[config.mk]
export PLATFORM = sky130hd
export DESIGN_NAME = dc_ipu_hinterp
export DESIGN_NICKNAME = d
export VERILOG_FILES = /design/src/rtl/dc_ipu_hinterp.sv
export SDC_FILE = /design/constraint.sdc
export NUM_CORES = 1
export LEC_CHECK = 0
export ABC_AREA = 1
export BUFFER_PORTS_ARGS = -buffer_cell sky130_fd_sc_hd__buf_2
export CORE_MARGIN = 3
export CORE_UTILIZATION = 50
export DETAILED_ROUTE_END_ITERATION = 16
export PLACE_DENSITY = 0.7
export SETUP_SLACK_MARGIN = 0.4
export SLEW_MARGIN = 20
export SYNTH_ARGS = -nofsm -noshare
export SYNTH_HDL_FRONTEND = slang
export SYNTH_SLANG_ARGS = --single-unit
[constraint.sdc]
create_clock -name clk -period 8.8 [get_ports clk]
set_input_delay 0.44 -clock clk [delete_from_list [all_inputs] [get_ports clk]]
set_output_delay 0.44 -clock clk [all_outputs]
set_load 0.03 [all_outputs]
[src/rtl/dc_ipu_hinterp.sv]
`timescale 1ns/1ps
`default_nettype none
// ============================================================================
//  Module   : dc_ipu_hinterp
//  Purpose  : Horizontal linear interpolator for the IPU scaler. Accepts
//             (tex_addr, tex_addr_fract) over valid/ready, reads the two
//             neighbouring texels from the line buffer, blends them per
//             channel and emits one pixel per accepted address.
//  Revision : 1.0  initial release
// ============================================================================
module dc_ipu_hinterp #(
   parameter int TEX_SIZE_WIDTH  = 12,
   parameter int TEX_FRACT_WIDTH = 12,
   parameter int DATA_WIDTH      = 8,
   parameter int CHANNELS        = 3
) (
   input  logic                           clk,
   input  logic                           nreset,
   input  logic                           clr,
   input  logic [TEX_SIZE_WIDTH-1:0]      tex_size,
   input  logic                           in_valid,
   output logic                           in_ready,
   input  logic [TEX_SIZE_WIDTH-1:0]      tex_addr,
   input  logic [TEX_FRACT_WIDTH-1:0]     tex_addr_fract,
   output logic                           rd_en,
   output logic [TEX_SIZE_WIDTH-1:0]      rd_addr0,
   output logic [TEX_SIZE_WIDTH-1:0]      rd_addr1,
   input  logic [CHANNELS*DATA_WIDTH-1:0] rd_data0,
   input  logic [CHANNELS*DATA_WIDTH-1:0] rd_data1,
   output logic                           out_valid,
   input  logic                           out_ready,
   output logic [CHANNELS*DATA_WIDTH-1:0] pixel
);

   // Two extra bits: one for the sign, one so that a+1 cannot wrap.
   localparam int c_EXT_W  = TEX_SIZE_WIDTH + 2;
   localparam int c_PROD_W = DATA_WIDTH + TEX_FRACT_WIDTH + 1;
   localparam int c_PIX_W  = CHANNELS * DATA_WIDTH;

   localparam logic signed [c_EXT_W-1:0] c_ONE = {{(c_EXT_W-1){1'b0}}, 1'b1};
   localparam logic [c_PROD_W-1:0] c_HALF =
      {{(c_PROD_W-TEX_FRACT_WIDTH){1'b0}}, 1'b1, {(TEX_FRACT_WIDTH-1){1'b0}}};
   localparam logic [TEX_FRACT_WIDTH:0] c_UNITY = {1'b1, {TEX_FRACT_WIDTH{1'b0}}};

   logic                        r_s1_valid;
   logic [TEX_FRACT_WIDTH-1:0]  r_s1_fract;
   logic                        r_out_valid;
   logic [c_PIX_W-1:0]          r_pixel;

   logic                        w_adv;
   logic                        w_in_ready;
   logic                        w_in_transfer;
   logic signed [c_EXT_W-1:0]   w_a;
   logic signed [c_EXT_W-1:0]   w_a1;
   logic signed [c_EXT_W-1:0]   w_last;
   logic                        w_fract_zero;
   logic [TEX_FRACT_WIDTH-1:0]  w_fract;
   logic [TEX_FRACT_WIDTH:0]    w_wr;
   logic [TEX_FRACT_WIDTH:0]    w_wl;
   logic [c_PIX_W-1:0]          w_blend;

   // Clamp a signed position into [0, hi].
   function automatic logic [TEX_SIZE_WIDTH-1:0] clamp_addr(
      input logic signed [c_EXT_W-1:0] x,
      input logic signed [c_EXT_W-1:0] hi
   );
      logic signed [c_EXT_W-1:0] v;
      if (x[c_EXT_W-1])
         v = '0;
      else if (x > hi)
         v = hi;
      else
         v = x;
      return TEX_SIZE_WIDTH'(v);
   endfunction

   // Handshake: S1 can take a new address when empty or when it drains into OUT.
   assign w_adv         = ~r_out_valid | out_ready;
   assign w_in_ready    = nreset & ~clr & (~r_s1_valid | w_adv);
   assign w_in_transfer = in_valid & w_in_ready;
   assign in_ready      = w_in_ready;
   assign rd_en         = w_in_transfer;

   // Neighbour addresses, clamped to the current line.
   assign w_a      = {{2{tex_addr[TEX_SIZE_WIDTH-1]}}, tex_addr};
   assign w_a1     = w_a + c_ONE;
   assign w_last   = $signed({2'b00, tex_size}) - c_ONE;
   assign rd_addr0 = clamp_addr(w_a, w_last);
   assign rd_addr1 = clamp_addr(w_a1, w_last);

   // Outside the interior both neighbours collapse onto the edge texel, so
   // the fraction is zeroed to return that texel exactly.
   assign w_fract_zero = w_a[c_EXT_W-1] | (w_a >= w_last);
   assign w_fract      = w_fract_zero ? '0 : tex_addr_fract;

   // S1 holds the fraction while the line buffer returns the two texels.
   always_ff @(posedge clk) begin
      if (!nreset) begin
         r_s1_valid <= 1'b0;
         r_s1_fract <= '0;
      end else if (clr) begin
         r_s1_valid <= 1'b0;
      end else if (~r_s1_valid | w_adv) begin
         r_s1_valid <= w_in_transfer;
         if (w_in_transfer)
            r_s1_fract <= w_fract;
      end
   end

   assign w_wr = {1'b0, r_s1_fract};
   assign w_wl = c_UNITY - w_wr;

   // Per-channel rounded blend of the two texels.
   for (genvar g = 0; g < CHANNELS; g++) begin : g_chan
      logic [c_PROD_W-1:0] w_t0;
      logic [c_PROD_W-1:0] w_t1;
      logic [c_PROD_W-1:0] w_kl;
      logic [c_PROD_W-1:0] w_kr;
      logic [c_PROD_W-1:0] w_sum;

      assign w_t0  = {{(c_PROD_W-DATA_WIDTH){1'b0}}, rd_data0[g*DATA_WIDTH +: DATA_WIDTH]};
      assign w_t1  = {{(c_PROD_W-DATA_WIDTH){1'b0}}, rd_data1[g*DATA_WIDTH +: DATA_WIDTH]};
      assign w_kl  = {{(c_PROD_W-TEX_FRACT_WIDTH-1){1'b0}}, w_wl};
      assign w_kr  = {{(c_PROD_W-TEX_FRACT_WIDTH-1){1'b0}}, w_wr};
      assign w_sum = w_t0 * w_kl + w_t1 * w_kr + c_HALF;
      assign w_blend[g*DATA_WIDTH +: DATA_WIDTH] = DATA_WIDTH'(w_sum >> TEX_FRACT_WIDTH);
   end

   // Output register: load the blend when S1 advances, hold under backpressure.
   always_ff @(posedge clk) begin
      if (!nreset) begin
         r_out_valid <= 1'b0;
         r_pixel     <= '0;
      end else if (clr) begin
         r_out_valid <= 1'b0;
      end else if (w_adv) begin
         if (r_s1_valid) begin
            r_out_valid <= 1'b1;
            r_pixel     <= w_blend;
         end else begin
            r_out_valid <= 1'b0;
         end
      end
   end

   assign out_valid = r_out_valid;
   assign pixel     = r_pixel;

endmodule
`default_nettype wire

==> flow_metrics.py, run 1 <==
metrics = {
    "run_status": {
        "status": "completed",
    },
    "yosys": {
        "synth_area_leaders": "fa_1, inv_1, ha_1",
        "synth-edff-count": 0,
        "syn_area_mm2": 0.02365,
        "synth_compound_area_frac": 0.03413,
        "synth_top_family_by_area": "adder cells",
        "synth.distinct_cells": 43,
        "ys.flop_type": "dfxtp_1",
        "ys_async_sr_fraction": 0,
        "yosys.cell_count.top_type": "inv_1",
        "yosysTopAreaCell": "fa_1",
        "syn_inst": 3315,
        "synth.ff_latch_count": 38,
        "synth_common_cells": "inv_1, nand2_1, fa_1",
        "muxShareOfSynthArea": 0,
        "synth-simple-area-share": 0.2128,
        "synth_nets": 4120,
        "synth-adder-area-share": 0.5274,
        "yosysWarnings": 0,
        "synth_top_area_frac": 0.3962,
        "seq_area_frac_synth": 0.03217,
        "synth-xor-area-share": 0.008519,
        "synth_area_per_cell_um2": 7.134,
    },
    "die": {
        "core_region_area_mm2": 0.04665,
        "die_y_um": 223.5,
        "num_rows": 79,
        "start_util": 0.5069,
        "pin_count": 140,
        "die_w_um": 223.5,
        "die_area_mm2": 0.04994,
    },
    "cts": {
        "root_buffer": "clkbuf_16",
        "tritoncts": "built",
        "holdBufCountCts": 0,
        "numCtsBuffers": 5,
        "post_cts_buffers": 0,
        "worstSkewPairLatency_ns": 0.31,
        "clock_path_buffers": 2,
        "cts-resized-gates": 0,
        "clock_sinks": 38,
        "htreeDepth": 2,
        "path_clk_slew_ns": 0.07,
    },
    "power": {
        "power_density_mw_per_mm2": 70.18,
        "power_frac_seq": 0.104,
        "irDropWorstVdd_v": 0.00007543,
        "p_int_uw": 757.2,
        "p_clk_frac": 0.111,
        "netSwitchingPower_uw": 995.2,
        "p_leak_nw": 15.29,
        "p_comb_frac": 0.785,
        "switching_share": 0.5679,
    },
    "route": {
        "dr_total_vias": 19670,
        "first_pass_iters": 6,
        "vias_per_cell": 4.941,
        "drc": 0,
        "ant_nets": 0,
        "drt_iter0_markers": 1140,
        "wl_um": 61780,
        "wl_per_cell_um": 15.52,
    },
    "critical_path": {
        "critPathRequiredTime_ns": 9.05,
        "crit_top_cell": "inv_1",
        "crit_path_start_kind": "flip-flop",
        "worstSetupStartpoint": "r_s1_fract[3]",
        "critPathKind": "flip-flop to flip-flop",
        "reg2reg_from": "r_s1_fract[3]",
        "worstPathBufferInverterCount": 8,
        "end_kind": "flip-flop",
        "critPathMaxFanout": 18,
        "worstPathArrival_ns": 7.71,
        "cpLargestDelayFamily": "adder cells",
        "critPathSlowestCell": "inv_1",
        "slowest_delay_ns": 0.68,
    },
    "placement": {
        "hpwl_um": 51180,
        "dpl_cell_area_mm2": 0.02482,
        "portBuffers": 139,
        "gp_congestion": 0.9228,
    },
    "finish": {
        "fin_area_mm2": 0.02497,
        "syn2layout_area_growth_pct": 5.593,
        "drive_gt1_frac": 0.05846,
        "fillCellCount": 4653,
        "layout.nets": 4176,
    },
    "run": {
        "max-cap-violations": 0,
    },
    "worst_hold_path": {
        "min_path_type": "input port to flip-flop",
        "hold_start": "in_valid",
    },
    "global_routing": {
        "grtUsageTotal": 0.2593,
        "antenna_found_initial": 2,
        "grt_pass1_wl_um": 102900,
        "grt_max_degree": 45,
        "grt_pass1_vias": 20090,
        "overflow": 0,
    },
    "sta": {
        "worst_pin_slew_ns": 0.9591,
        "hold_violations": 0,
        "setup_viol": 0,
        "slew_viol_final": 0,
        "min_period_over_period": 0.8474,
        "fin_skew_ns": 0.01034,
        "period_minus_slack_ns": 7.457,
        "tns_ns": 0,
        "rsz0062_at_grt": "false",
        "fmax_mhz": 134.1,
        "slew_headroom": 0.3606,
    },
}
## layout make-up
type	instances	area (um^2)	area share
Inverter	1041	3910	0.1566
Antenna cell	3	7.507	0.0003006
Multi-Input combinational cell	2123	18520	0.7418
Sequential cell	38	762.0	0.03052
Clock buffer	6	138.9	0.005562
Tap cell	607	759.5	0.03042
Timing Repair Buffer	162	868.3	0.03477
## metrics by stage
stage | power [mW] | hold slack [ns] | instances | util | worst slack, ns
6_report | 1.752 | 0.3848 | 3980 | 0.5352 | 1.343
5_1_grt | 1.980 | 0.3949 | 3978 | 0.5351 | 0.8131
4_1_cts | 1.766 | 0.3711 | 3977 | 0.5351 | 1.389
3_5_place_dp | 1.558 | 0.4804 | 3971 | 0.5321 | 1.397
3_3_place_gp | 1.541 | 0.4824 | 3971 | 0.5321 | 1.611
2_1_floorplan | 1.192 | 0.4531 | 3315 | - | 2.297
## worst paths after layout
check | to | slack, ns | cells after the start
worst max-delay path | pixel[9] | 1.34 | 29
worst min-delay path | r_s1_valid | 0.38 | 3
worst max register to register | pixel[9] | 1.34 | 29
worst min register to register | pixel[18] | 0.49 | 2
## state kept, by name, summed over array words and instances (netlist names)
register,cells
pixel,24
r_s1_fract,12
out_valid,1
r_s1_valid,1
## tightest hold or removal path: cells and delay by family
kind,cells,cell delay (ns)
buffers and inverters,2,0.15
AOI/OAI and AO/OA,1,0.06
## layout by cell type (no fill, tap or decap), types with 4 or more instances in the layout
cell,instances
o21ai_0,54
nand4_1,17
clkbuf_16,5
inv_1,1028
nand3_1,77
nor3b_1,5
buf_2,139
xnor2_1,5
xor2_1,17
buf_4,23
nor2_1,311
dfxtp_1,37
nand2_1,747
ha_1,248
nor2_4,12
clkinv_1,9
nand3b_1,19
nor4_1,4
o21bai_1,4
a21oi_1,87
fa_1,468
nor3_1,20
## layer usage
metal  vias up  routed length (um)  GRT usage  part of all wire
met4         0                2063    0.08316             0.033
met3       109                4610    0.03513             0.075
li1       9511                   -          -                 -
met2       641               30120     0.4479              0.49
met1      9406               24990     0.3386              0.40
met5         -                   0          0                 0
## cell families after synthesis
group | after synthesis
adder cells (fa/ha/maj) | 716
AO/OA/AOI/OAI | 155
buffers and inverters | 1154
AND/OR/NAND/NOR | 1229
XOR/XNOR | 23
flip-flops | 38
## power groups by stage
stage | Sequential, mW | Clock (mW) | Combinational, mW
2_1_floorplan | 0.193 | 0 | 1.00
3_3_place_gp | 0.187 | 0 | 1.35
3_5_place_dp | 0.186 | 0 | 1.37
4_1_cts | 0.183 | 0.199 | 1.38
5_1_grt | 0.183 | 0.205 | 1.59
6_report | 0.183 | 0.195 | 1.37
No activity file was read; power rests on OpenSTA's default activity.
==> run 2, diff against run 1 <==
--- a/config.mk
+++ b/config.mk
@@ -5,12 +5,12 @@
 export SDC_FILE = /design/constraint.sdc
 export NUM_CORES = 1
 export LEC_CHECK = 0
-export ABC_AREA = 1
+export ABC_AREA = 0
 export BUFFER_PORTS_ARGS = -buffer_cell sky130_fd_sc_hd__buf_2
 export CORE_MARGIN = 3
 export CORE_UTILIZATION = 50
 export DETAILED_ROUTE_END_ITERATION = 16
-export PLACE_DENSITY = 0.7
+export PLACE_DENSITY = 0.72
 export SETUP_SLACK_MARGIN = 0.4
 export SLEW_MARGIN = 20
 export SYNTH_ARGS = -nofsm -noshare
==> constraint.sdc (replaced) <==
create_clock -name clk -period 6.5 [get_ports clk]
set_input_delay 0.325 -clock clk [delete_from_list [all_inputs] [get_ports clk]]
set_output_delay 0.325 -clock clk [all_outputs]
set_load 0.03 [all_outputs]
==> run 2 against run 1 <==
- the run now ends with negative setup slack left
- count of clock-buffer cells in the layout shrank 1
- core utilization rose by 5.1 points
- final cell count decreased by 17%
- critical endpoint is now pixel[6]
- highest routed layer is now met5
==> flow_metrics.py, run 2 <==
metrics = {
    "die": {
        "die_w_um": 215.9,
        "die_area_mm2": 0.04660,
        "pin_count": 140,
        "die_y_um": 215.9,
        "num_rows": 76,
        "start_util": 0.5090,
        "core_region_area_mm2": 0.04327,
    },
    "cts": {
        "path_clk_slew_ns": 0.07,
        "root_buffer": "clkbuf_16",
        "clock_sinks": 38,
        "tritoncts": "built",
        "htreeDepth": 2,
        "worstSkewPairLatency_ns": 0.32,
        "clock_path_buffers": 2,
        "numCtsBuffers": 5,
    },
    "yosys": {
        "yosys.cell_count.top_type": "inv_1",
        "synth_top_family_by_area": "adder cells",
        "synth-edff-count": 0,
        "ys.flop_type": "dfxtp_1",
        "synth_compound_area_frac": 0.04630,
        "syn_inst": 2536,
        "synth_top_area_frac": 0.4254,
        "seq_area_frac_synth": 0.03454,
        "muxShareOfSynthArea": 0.003181,
        "synth_area_leaders": "fa_1, ha_1, inv_1",
        "synth_area_per_cell_um2": 8.684,
        "synth_nets": 3341,
        "yosysTopAreaCell": "fa_1",
        "syn_area_mm2": 0.02202,
        "synth.ff_latch_count": 38,
        "synth-xor-area-share": 0.02818,
        "synth-adder-area-share": 0.5663,
        "synth_common_cells": "inv_1, fa_1, and2_1",
        "synth-simple-area-share": 0.1869,
        "yosysWarnings": 0,
        "synth.distinct_cells": 56,
        "ys_async_sr_fraction": 0,
    },
    "global_routing": {
        "grt_pass1_wl_um": 96740,
        "overflow": 0,
        "grtUsageTotal": 0.2566,
        "grt_pass1_vias": 19120,
        "antenna_found_initial": 8,
        "grt_max_degree": 46,
    },
    "run_status": {
        "failed_checks": "negative setup slack",
        "status": "finished, violations left",
    },
    "power": {
        "irDropWorstVdd_v": 0.0003027,
        "p_comb_frac": 0.895,
        "switching_share": 0.5109,
        "power_frac_seq": 0.050,
        "netSwitchingPower_mw": 2.833,
        "total_power_mw": 5.545,
        "p_leak_nw": 13.08,
        "power_density_mw_per_mm2": 218.6,
        "p_clk_frac": 0.055,
        "p_int_mw": 2.712,
    },
    "sta": {
        "hold_violations": 0,
        "setup_slack_ns": -0.1151,
        "tns_ns": -0.3271,
        "worst_pin_slew_ns": 1.052,
        "slew_headroom": 0.2985,
        "period_minus_slack_ns": 6.615,
        "slew_viol_final": 0,
        "setup_viol": 4,
        "fmax_mhz": 151.2,
        "rsz0062_at_grt": "true",
        "fin_skew_ns": 0.01658,
        "min_period_over_period": 1.018,
        "finalHoldWorstSlack_ns": 0.2304,
    },
    "critical_path": {
        "crit_top_cell": "fa_1",
        "crit_path_start_kind": "flip-flop",
        "end_kind": "flip-flop",
        "slowest_delay_ns": 0.58,
        "critPathSlowestCell": "fa_1",
        "critPathMaxFanout": 5,
        "critPathKind": "flip-flop to flip-flop",
        "worstPathArrival_ns": 6.83,
        "critPathRequiredTime_ns": 6.72,
    },
    "worst_hold_path": {
        "min_path_type": "input port to flip-flop",
    },
    "finish": {
        "layout.nets": 3511,
        "drive_gt1_frac": 0.1666,
        "multi_input_area_mm2": 0.01922,
        "fin_area_mm2": 0.02536,
        "syn2layout_area_growth_pct": 15.16,
        "seq_area_um2": 765.7,
        "final_cell_mix": "inv_1, fa_1, and2_1, nand2_1, ha_1",
        "fillCellCount": 3702,
        "largest_reg_flops": 24,
        "final_common_cell": "inv_1",
    },
    "placement": {
        "dp_slack_ns": -0.1620,
        "gp_congestion": 0.9340,
        "hpwl_um": 46720,
        "dpl_cell_area_mm2": 0.02401,
        "portBuffers": 139,
    },
    "route": {
        "wl_um": 57300,
        "drt_iter0_markers": 1023,
        "wl_per_cell_um": 17.40,
        "first_pass_iters": 6,
        "dr_total_vias": 17250,
        "vias_per_cell": 5.236,
        "drc": 0,
        "ant_nets": 0,
    },
    "run": {
        "max-cap-violations": 0,
    },
}
-- run 2: cell count changes after synthesis, moves of 40 or more --
| cell | change |
|---|---|
| inv_1 | -369 |
| clkbuf_1 | +42 |
| nor2_1 | -284 |
| a21oi_1 | -51 |
| nand3_1 | -56 |
| nand2_1 | -491 |
| xnor2_1 | +40 |
| and2_1 | +382 |
-- run 2: power by group through the flow --
stage	logic (mW)	clock network (mW)	registers, mW
after floorplan	2.88	0	0.319
after global placement	3.92	0	0.280
after detailed placement	4.08	0	0.280
after CTS	4.59	0.312	0.276
after global routing	5.56	0.315	0.279
final	4.96	0.307	0.276
-- run 2: area by class of cell --
class                           count  share of cell area
Multi-Input combinational cell   1711              0.7578
Inverter                          659             0.09753
Timing Repair Buffer              291             0.07888
Sequential cell                    38             0.03019
Tap cell                          585             0.02886
Clock buffer                        5            0.004933
Clock inverter                      3            0.001579
Antenna cell                        2           0.0001973
-- run 2: worst max-delay path, delay by kind of cell (launching register included) --
family                   cells  cell delay, ns
flip-flops                   1            0.35
AO/OA/AOI/OAI                4            0.67
adder cells (fa/ha/maj)      7            3.14
XOR/XNOR                     1            0.12
AND/OR/NAND/NOR              8            1.49
buffers and inverters        8            0.74
-- run 2: final timing paths --
path | startpoint | end | slack (ns) | cells past startpoint
worst min register to register | pixel[10] | pixel[10] | 0.45 | 2
worst max-delay path | r_s1_fract[4] | pixel[6] | -0.12 | 28
worst max register to register | r_s1_fract[4] | pixel[6] | -0.12 | 28
worst min-delay path | tex_addr_fract[9] | r_s1_fract[9] | 0.23 | 2
-- run 2: metrics by stage --
| stage | std cells | utilization |
|---|---|---|
| after global placement | 3226 | 0.5550 |
| after global routing | 3294 | 0.5862 |
| after CTS | 3261 | 0.5735 |
| after floorplan | 2536 | - |
| after detailed placement | 3226 | 0.5550 |
| final | 3294 | 0.5862 |
-- run 2: cells by family after synthesis --
| kind of cell | Yosys count |
|---|---|
| flip-flops | 38 |
| adder cells (fa/ha/maj) | 716 |
| AND/OR/NAND/NOR | 767 |
| multiplexers | 7 |
| XOR/XNOR | 70 |
| AO/OA/AOI/OAI | 151 |
| buffers and inverters | 787 |
-- run 2: what timing repair did --
action,CTS,global route
resized for setup,83,86
buffers inserted,26,31
cloned,1,0
pin swaps,75,60
setup endpoints to repair,24,24
hold buffers,0,0
-- run 2: per-layer routing --
| layer | global-route usage | share of wire |
|---|---|---|
| met5 | 0 | 0.00096 |
| met4 | 0.05838 | 0.023 |
| met3 | 0.03999 | 0.071 |
| met2 | 0.4427 | 0.49 |
| met1 | 0.3423 | 0.41 |
